<file path="config.mk">
export PLATFORM = sky130hd
export DESIGN_NAME = cacheline_mem_arbiter
export DESIGN_NICKNAME = d
export VERILOG_FILES = /design/src/rtl/cacheline_mem_arbiter_pkg.sv /design/src/rtl/cacheline_mem_arbiter_arb_pick.sv /design/src/rtl/cacheline_mem_arbiter.sv
export SDC_FILE = /design/constraint.sdc
export NUM_CORES = 1
export LEC_CHECK = 0
export ABC_AREA = 1
export CORE_AREA = 3 3 534 536
export DETAILED_ROUTE_END_ITERATION = 10
export DIE_AREA = 0 0 537 539
export GPL_ROUTABILITY_DRIVEN = 0
export MAX_ROUTING_LAYER = met4
export PLACE_DENSITY = 0.35
export SLEW_MARGIN = 30
export SYNTH_ARGS = -nofsm -noshare
export SYNTH_HDL_FRONTEND = slang
export SYNTH_SLANG_ARGS = --single-unit
</file>
<file path="constraint.sdc">
create_clock -name clk -period 2.2 [get_ports clk]
set_input_delay 0.33 -clock clk [delete_from_list [all_inputs] [get_ports clk]]
set_output_delay 0.33 -clock clk [all_outputs]
set_load 0.005 [all_outputs]
</file>
<file path="src/rtl/cacheline_mem_arbiter_pkg.sv">
// Shared types for the cacheline memory arbiter and the caches around it.
// The arbiter FSM states, the grant identity and the line/address widths
// used by the I-cache, the D-cache and the pmem port all live here.
package arbiter_types;

  localparam int ADDR_W = 32;
  localparam int LINE_W = 256;

  typedef enum logic [1:0] {
    ARB_IDLE    = 2'd0,
    ARB_I       = 2'd1,
    ARB_D       = 2'd2,
    ARB_RECOVER = 2'd3
  } arb_state_t;

  typedef enum logic {
    GNT_I = 1'b0,
    GNT_D = 1'b1
  } grant_t;

  // Serving state that corresponds to a given winner.
  function automatic arb_state_t grant_state(input grant_t who);
    arb_state_t st;
    if (who == GNT_D) begin
      st = ARB_D;
    end else begin
      st = ARB_I;
    end
    return st;
  endfunction

endpackage

</file>
<file path="src/rtl/cacheline_mem_arbiter_arb_pick.sv">
// Winner selection between the I-cache and D-cache miss requests.
// Purely combinational; the FSM decides when the choice is acted on.
// ARB_MODE 0: D-cache wins every tie.
// ARB_MODE 1: on a tie, the side that was not served last wins.
module arb_pick
  import arbiter_types::*;
#(
  parameter int ARB_MODE = 0
) (
  input  logic   i_req,
  input  logic   d_req,
  input  grant_t last_grant,
  output grant_t winner,
  output logic   valid
);

  // Resolve a single winner from the two request lines.
  always_comb begin
    winner = GNT_I;
    valid  = i_req | d_req;
    if (i_req && d_req) begin
      if (ARB_MODE != 32'sd0) begin
        if (last_grant == GNT_I) begin
          winner = GNT_D;
        end else begin
          winner = GNT_I;
        end
      end else begin
        winner = GNT_D;
      end
    end else if (d_req) begin
      winner = GNT_D;
    end else begin
      winner = GNT_I;
    end
  end

endmodule

</file>
<file path="src/rtl/cacheline_mem_arbiter.sv">
// Shares the single pmem cacheline port between I-cache and D-cache misses.
// One 256-bit line transaction at a time: the winner's address (and, for the
// D side, the writeback line and the op) is latched at grant, pmem is driven
// from those latches, and the pmem response is routed straight back to the
// granted side in the same cycle. A one-cycle recover state after every
// response keeps a requester whose request has not yet dropped from being
// served a second time.
module cacheline_mem_arbiter #(
  parameter int ADDR_W   = arbiter_types::ADDR_W,
  parameter int LINE_W   = arbiter_types::LINE_W,
  parameter int ARB_MODE = 0
) (
  input  logic              clk,
  input  logic              rst_n,
  input  logic              i_read,
  input  logic [ADDR_W-1:0] i_address,
  output logic [LINE_W-1:0] i_rdata,
  output logic              i_resp,
  input  logic              d_read,
  input  logic              d_write,
  input  logic [ADDR_W-1:0] d_address,
  input  logic [LINE_W-1:0] d_wdata,
  output logic [LINE_W-1:0] d_rdata,
  output logic              d_resp,
  output logic              pmem_read,
  output logic              pmem_write,
  output logic [ADDR_W-1:0] pmem_address,
  output logic [LINE_W-1:0] pmem_wdata,
  input  logic [LINE_W-1:0] pmem_rdata,
  input  logic              pmem_resp
);

  import arbiter_types::arb_state_t;
  import arbiter_types::grant_t;
  import arbiter_types::grant_state;
  import arbiter_types::ARB_IDLE;
  import arbiter_types::ARB_I;
  import arbiter_types::ARB_D;
  import arbiter_types::ARB_RECOVER;
  import arbiter_types::GNT_I;
  import arbiter_types::GNT_D;

  arb_state_t        state_r;
  arb_state_t        state_s;
  grant_t            last_grant_r;
  grant_t            pick_winner_s;
  logic              pick_valid_s;
  logic              i_req_s;
  logic              d_req_s;
  logic              grant_s;
  logic              done_s;
  logic              grant_write_s;
  logic [ADDR_W-1:0] addr_r;
  logic [LINE_W-1:0] wdata_r;
  logic              pmem_read_r;
  logic              pmem_write_r;

  // A D-side request is either a line fill or a writeback.
  assign i_req_s = i_read;
  assign d_req_s = d_read | d_write;

  arb_pick #(
    .ARB_MODE (ARB_MODE)
  ) u_arb_pick (
    .i_req      (i_req_s),
    .d_req      (d_req_s),
    .last_grant (last_grant_r),
    .winner     (pick_winner_s),
    .valid      (pick_valid_s)
  );

  // Write wins when the D-cache raises read and write together.
  assign grant_write_s = (pick_winner_s == GNT_D) && d_write;

  // Next-state decode; also flags the grant and completion cycles.
  always_comb begin
    state_s = state_r;
    grant_s = 1'b0;
    done_s  = 1'b0;
    case (state_r)
      ARB_IDLE: begin
        if (pick_valid_s) begin
          grant_s = 1'b1;
          state_s = grant_state(pick_winner_s);
        end else begin
          state_s = ARB_IDLE;
        end
      end
      ARB_I, ARB_D: begin
        if (pmem_resp) begin
          done_s  = 1'b1;
          state_s = ARB_RECOVER;
        end else begin
          state_s = state_r;
        end
      end
      ARB_RECOVER: begin
        state_s = ARB_IDLE;
      end
      default: begin
        state_s = ARB_IDLE;
      end
    endcase
  end

  // FSM state register.
  always_ff @(posedge clk or negedge rst_n) begin
    if (!rst_n) begin
      state_r <= ARB_IDLE;
    end else begin
      state_r <= state_s;
    end
  end

  // Latch the granted request so later requester activity cannot disturb pmem.
  always_ff @(posedge clk or negedge rst_n) begin
    if (!rst_n) begin
      addr_r       <= '0;
      wdata_r      <= '0;
      last_grant_r <= GNT_I;
    end else if (grant_s) begin
      last_grant_r <= pick_winner_s;
      if (pick_winner_s == GNT_D) begin
        addr_r  <= d_address;
        wdata_r <= d_wdata;
      end else begin
        addr_r  <= i_address;
      end
    end
  end

  // Registered pmem strobes: raised at grant, cleared on the completing response.
  always_ff @(posedge clk or negedge rst_n) begin
    if (!rst_n) begin
      pmem_read_r  <= 1'b0;
      pmem_write_r <= 1'b0;
    end else if (grant_s) begin
      pmem_read_r  <= !grant_write_s;
      pmem_write_r <= grant_write_s;
    end else if (done_s) begin
      pmem_read_r  <= 1'b0;
      pmem_write_r <= 1'b0;
    end
  end

  // Route the memory completion only to the side currently being served.
  always_comb begin
    i_resp = 1'b0;
    d_resp = 1'b0;
    if (state_r == ARB_I) begin
      i_resp = pmem_resp;
    end else if (state_r == ARB_D) begin
      d_resp = pmem_resp;
    end else begin
      i_resp = 1'b0;
      d_resp = 1'b0;
    end
  end

  assign pmem_read    = pmem_read_r;
  assign pmem_write   = pmem_write_r;
  assign pmem_address = addr_r;
  assign pmem_wdata   = wdata_r;

  // Read data is a straight pass-through; it is qualified by the resp pulses.
  assign i_rdata = pmem_rdata;
  assign d_rdata = pmem_rdata;

endmodule
</file>
==> impl_metrics.py, run 1 <==
metrics = {
    "yosys": {
        "avgSynthCellArea_sq_um": 8.27,
        "synthTopCellsByArea": "dfrtp_1, buf_4, nand2_1",
        "ys_ff_latch": 292,
        "synth_top_area_cell": "dfrtp_1",
        "syn_inst": 1900,
        "synth_top_area_share_pct": 46.5,
        "syn_nets": 2485,
        "yosysUniqueCellTypes": 17,
        "syn-cell-area_sq_um": 15700,
        "ys.warnings.count": 0,
        "ys_seq_area_share_pct": 46.5,
    },
    "clocking": {
        "h-tree-depth": 2,
        "clockRootBuffer": "clkbuf_16",
        "clk_path_buf_depth": 3,
        "cts_made_buffers": 46,
        "cts_sinks": 292,
    },
    "floorplan": {
        "fp-row-count": 195,
        "dieWidth_um": 537,
        "io_pins": 1386,
        "fp.dieH_um": 539,
        "initial_utilization_pct": 5.59,
    },
    "place": {
        "numPortBuffers": 617,
        "place_ws_ns": 0.0692,
        "dpl.hpwl_um": 123000,
        "dpl-instance-area_sq_um": 23000,
    },
    "run_status": {
        "status": "aborted with a tool error",
        "stop_error": "[ERROR DRT-0255] Maze Route cannot find path of net pmem_rdata[47] in worker of routeBox ( 483000 0 ) ( 537000 48300 ).",
        "stop_stage": "5_2_route",
    },
    "grt": {
        "grt_max_degree": 54,
        "antenna_found_initial": 64,
        "grt_pass1_wl_um": 173000,
        "grt_pass1_vias": 13600,
        "grt_overflow": 0,
        "groute.usage.overall_pct": 9.66,
    },
    "timing": {
        "grt_worst_setup_endpoint": "pmem_wdata[110]",
        "worstEndpointType": "top-level output",
    },
}
## through the flow
step	utilization [%]	cells
floorplan	-	1900
global placement	8.19	5710
detailed placement	8.19	5710
CTS	8.73	5796
global route	8.74	5804
## routing by layer
metal  global-route usage, %
met5                       -
met4                    5.24
met3                    8.64
met2                    12.7
met1                    9.45
## synth_stat cells
master and instances:
buf_4 513, nor2_1 2, nand2_2 1, nand3_1 260, clkbuf_1 23, inv_1 7
ha_1 3, buf_2 63, o21ai_2 1, o21ai_0 1, buf_1 10, nand2_1 719
dfrtp_1 292, and2_1 1, inv_2 2, a21oi_1 1, nor2_2 1
## cells by family after synthesis
kind of cell    synth area share [%]
compound gates                 0.119
fa+ha+maj                      0.239
buf+inv                         27.5
flops                           46.5
simple gates                    25.6
## timing repair
action                                  4_1_cts  5_1_grt
endpoints found under the setup margin       51        7
hold endpoints to repair                     40        0
setup buffers                                 0        1
hold buffers                                  1        0
gates resized for setup                      53        8
==> inputs of run 2 (changes only) <==
--- a/config.mk
+++ b/config.mk
@@ -10,8 +10,7 @@
 export DETAILED_ROUTE_END_ITERATION = 10
 export DIE_AREA = 0 0 537 539
 export GPL_ROUTABILITY_DRIVEN = 0
-export MAX_ROUTING_LAYER = met4
-export PLACE_DENSITY = 0.35
+export PLACE_DENSITY_LB_ADDON = 0.15
 export SLEW_MARGIN = 30
 export SYNTH_ARGS = -nofsm -noshare
 export SYNTH_HDL_FRONTEND = slang
==> impl_metrics.py, run 2 <==
metrics = {
    "run_status": {
        "status": "finished clean",
    },
    "route": {
        "drtIter0Drc": 474,
        "wl_per_cell_um": 22.3,
        "ant_nets": 0,
        "drt_wl_total_um": 130000,
        "firstDrtPassIters": 4,
        "drc": 0,
        "vias_per_cell": 2.24,
        "vias": 13000,
    },
    "pwr": {
        "p_sw_share_pct": 42.1,
        "p_clk_share_pct": 24.0,
        "leakage_nw": 10.4,
        "seqPwrFrac_pct": 28.8,
        "combPwrFrac_pct": 47.2,
        "p_int_mw": 19.3,
        "p_sw_mw": 14.1,
        "ir_drop_uv": 570,
        "cellPowerDensity_nw_per_um2": 1340,
    },
    "timing": {
        "setup_viol": 0,
        "finalWorstSetupSlack_ns": 0.101,
        "clock_skew_ns": 0.0336,
        "min_period_ns": 2.10,
        "fmax_mhz": 476,
        "rsz0062_at_grt": "no",
        "fin_hold_ws_ns": 0.203,
        "drv_slew": 0,
        "fin_setup_tns_ns": 0,
        "maxSlewHeadroom_pct": 47.2,
        "timing.final.hold_violations": 0,
        "tightest_slew_ns": 0.792,
        "period_share_pct": 95.4,
    },
    "cells_and_area": {
        "layout_common_cells": "nand2_1, clkdlybuf4s50_1, dfrtp_1",
        "final_util_pct": 8.83,
        "final_net_count": 2627,
        "drive_above_1_share_pct": 8.04,
        "fin_area_sq_um": 24800,
        "final.fill_count": 32800,
        "largest_reg_flops": 256,
        "areaGrowthSynthToFinish_pct": 58.0,
        "final_common_cell": "nand2_1",
    },
    "yosys": {
        "syn_inst": 1900,
        "synth_edf_count": 0,
        "synth_top_area_share_pct": 46.5,
        "syn-cell-area_sq_um": 15700,
        "ys.flop_type": "dfrtp_1",
        "synth_top_area_cell": "dfrtp_1",
        "syn_nets": 2485,
        "ys_seq_area_share_pct": 46.5,
        "ys.warnings.count": 0,
        "synthTopCellsByArea": "dfrtp_1, buf_4, nand2_1",
        "yosysUniqueCellTypes": 17,
        "async_flop_share_pct": 100,
        "synth_most_common_cell": "nand2_1",
        "avgSynthCellArea_sq_um": 8.27,
        "ys_ff_latch": 292,
        "synth_top_cells_by_count": "nand2_1, buf_4, dfrtp_1, nand3_1, buf_2",
    },
    "clocking": {
        "clk_path_buf_depth": 3,
        "clk_pin_slew_ns": 0.06,
        "cts_tree": "built",
        "clockRootBuffer": "clkbuf_16",
        "cts_made_buffers": 50,
        "clock_latency_ns": 0.69,
        "h-tree-depth": 2,
        "cts_sinks": 292,
    },
    "floorplan": {
        "core_area_sq_um": 281000,
        "fp-row-count": 195,
        "dieWidth_um": 537,
        "initial_utilization_pct": 5.59,
        "dieArea_sq_um": 289000,
        "io_pins": 1386,
        "fp.dieH_um": 539,
    },
    "worst_setup_path": {
        "arrival_ns": 1.77,
        "critical_path_class": "reg2out",
        "crit_fanout": 2,
        "cp-end-kind": "output port",
        "critPathBufInv": 1,
        "cp_cell_sequence": "clkdlybuf4s50_1",
        "r2r-start": "state_r[0]",
        "cpLargestDelayFamily": "buffers and inverters",
        "critPathLaunchType": "flop",
        "r2r-end": "pmem_wdata[208]",
        "reg2regPathDepth": 6,
        "slowest_stage": "clkdlybuf4s50_1",
        "cp_slowest_stage_delay_ns": 0.74,
        "reg2reg_setup_slack_ns": 0.52,
        "cp.required_ns": 1.87,
    },
    "hold_path": {
        "hold_start": "d_wdata[193]",
        "hold_end": "pmem_wdata[193]",
        "hold_class": "in2reg",
        "worstHoldPathCells": 3,
    },
    "place": {
        "dpl.hpwl_um": 109000,
        "dpl-instance-area_sq_um": 23300,
        "place_ws_ns": 0.00959,
        "numPortBuffers": 617,
    },
    "grt": {
        "antenna_found_initial": 70,
        "grt_overflow": 0,
        "grt_pass1_wl_um": 163000,
        "grt_pass1_vias": 14300,
        "grt_max_degree": 78,
        "groute.usage.overall_pct": 8.67,
    },
    "job": {
        "drv_cap": 0,
    },
}
[run 2: cell counts after synthesis]
Identical to the previous run, type by type.
[run 2: logic make-up after synthesis]
group | after synthesis | synth area share [%]
DFF | 292 | 46.5
adders and majority gates | 3 | 0.239
and+or+nand+nor | 984 | 25.6
buffers and inverters | 618 | 27.5
AOI/OAI and AO/OA | 3 | 0.119
[run 2: power groups by stage]
stage               clock [mW]  combinational, mW  sequential [mW]
CTS                       8.67               16.7             9.72
finish                    8.02               15.8             9.61
global route              8.74               17.9             10.0
detailed placement           0               17.1             9.78
floorplan                    0               5.29             9.60
global placement             0               17.2             9.78
[run 2: what timing repair did]
item / in CTS / in global routing
buffers inserted: 1 / 0
hold endpoints to repair: 34 / 0
endpoints found under the setup margin: 81 / 3
gates resized for setup: 85 / 3
hold buffers: 1 / 0
[run 2: per-layer routing]
metal  global-route usage [%]  share of wire [%]  up-vias
met3                     5.75                 15      459
met1                     9.15                 37     5983
met4                     5.57                7.3       12
li1                         -                  -     5755
met5                        0              0.058        -
met2                     12.6                 41      837
[run 2: how the worst max path moves through the flow]
stage | cells past startpoint | start | to | slack (ns)
2_1_floorplan | 7 | state_r[0] | pmem_wdata[225] | 0.77
3_3_place_gp | 8 | d_write | pmem_address[12] | -0.0008
3_5_place_dp | 8 | d_read | pmem_address[12] | 0.01
4_1_cts | 1 | pmem_wdata[14] | pmem_wdata[14] | 0.0003
5_1_grt | 1 | pmem_wdata[14] | pmem_wdata[14] | 0.0002
6_report | 1 | pmem_wdata[232] | pmem_wdata[232] | 0.10
[run 2: area by class of cell]
class                   count  area [sq um]  area share (%)
diodes                     14          35.0           0.141
clock buffers              72          1390            5.61
clock inverters            16           163           0.655
inverters                   9          33.8           0.136
multi-input cells         990          4130            16.6
flip-flops and latches    292          7310            29.4
well taps                3743          4680            18.9
repair buffers            699          7090            28.6
[run 2: per-stage QoR]
| step | total power, mW | cells |
|---|---|---|
| floorplan | 14.9 | 1900 |
| global placement | 27.0 | 5731 |
| detailed placement | 26.9 | 5731 |
| CTS | 35.1 | 5821 |
| global route | 36.6 | 5828 |
| finish | 33.4 | 5835 |
(Power assumes the default switching activity.)
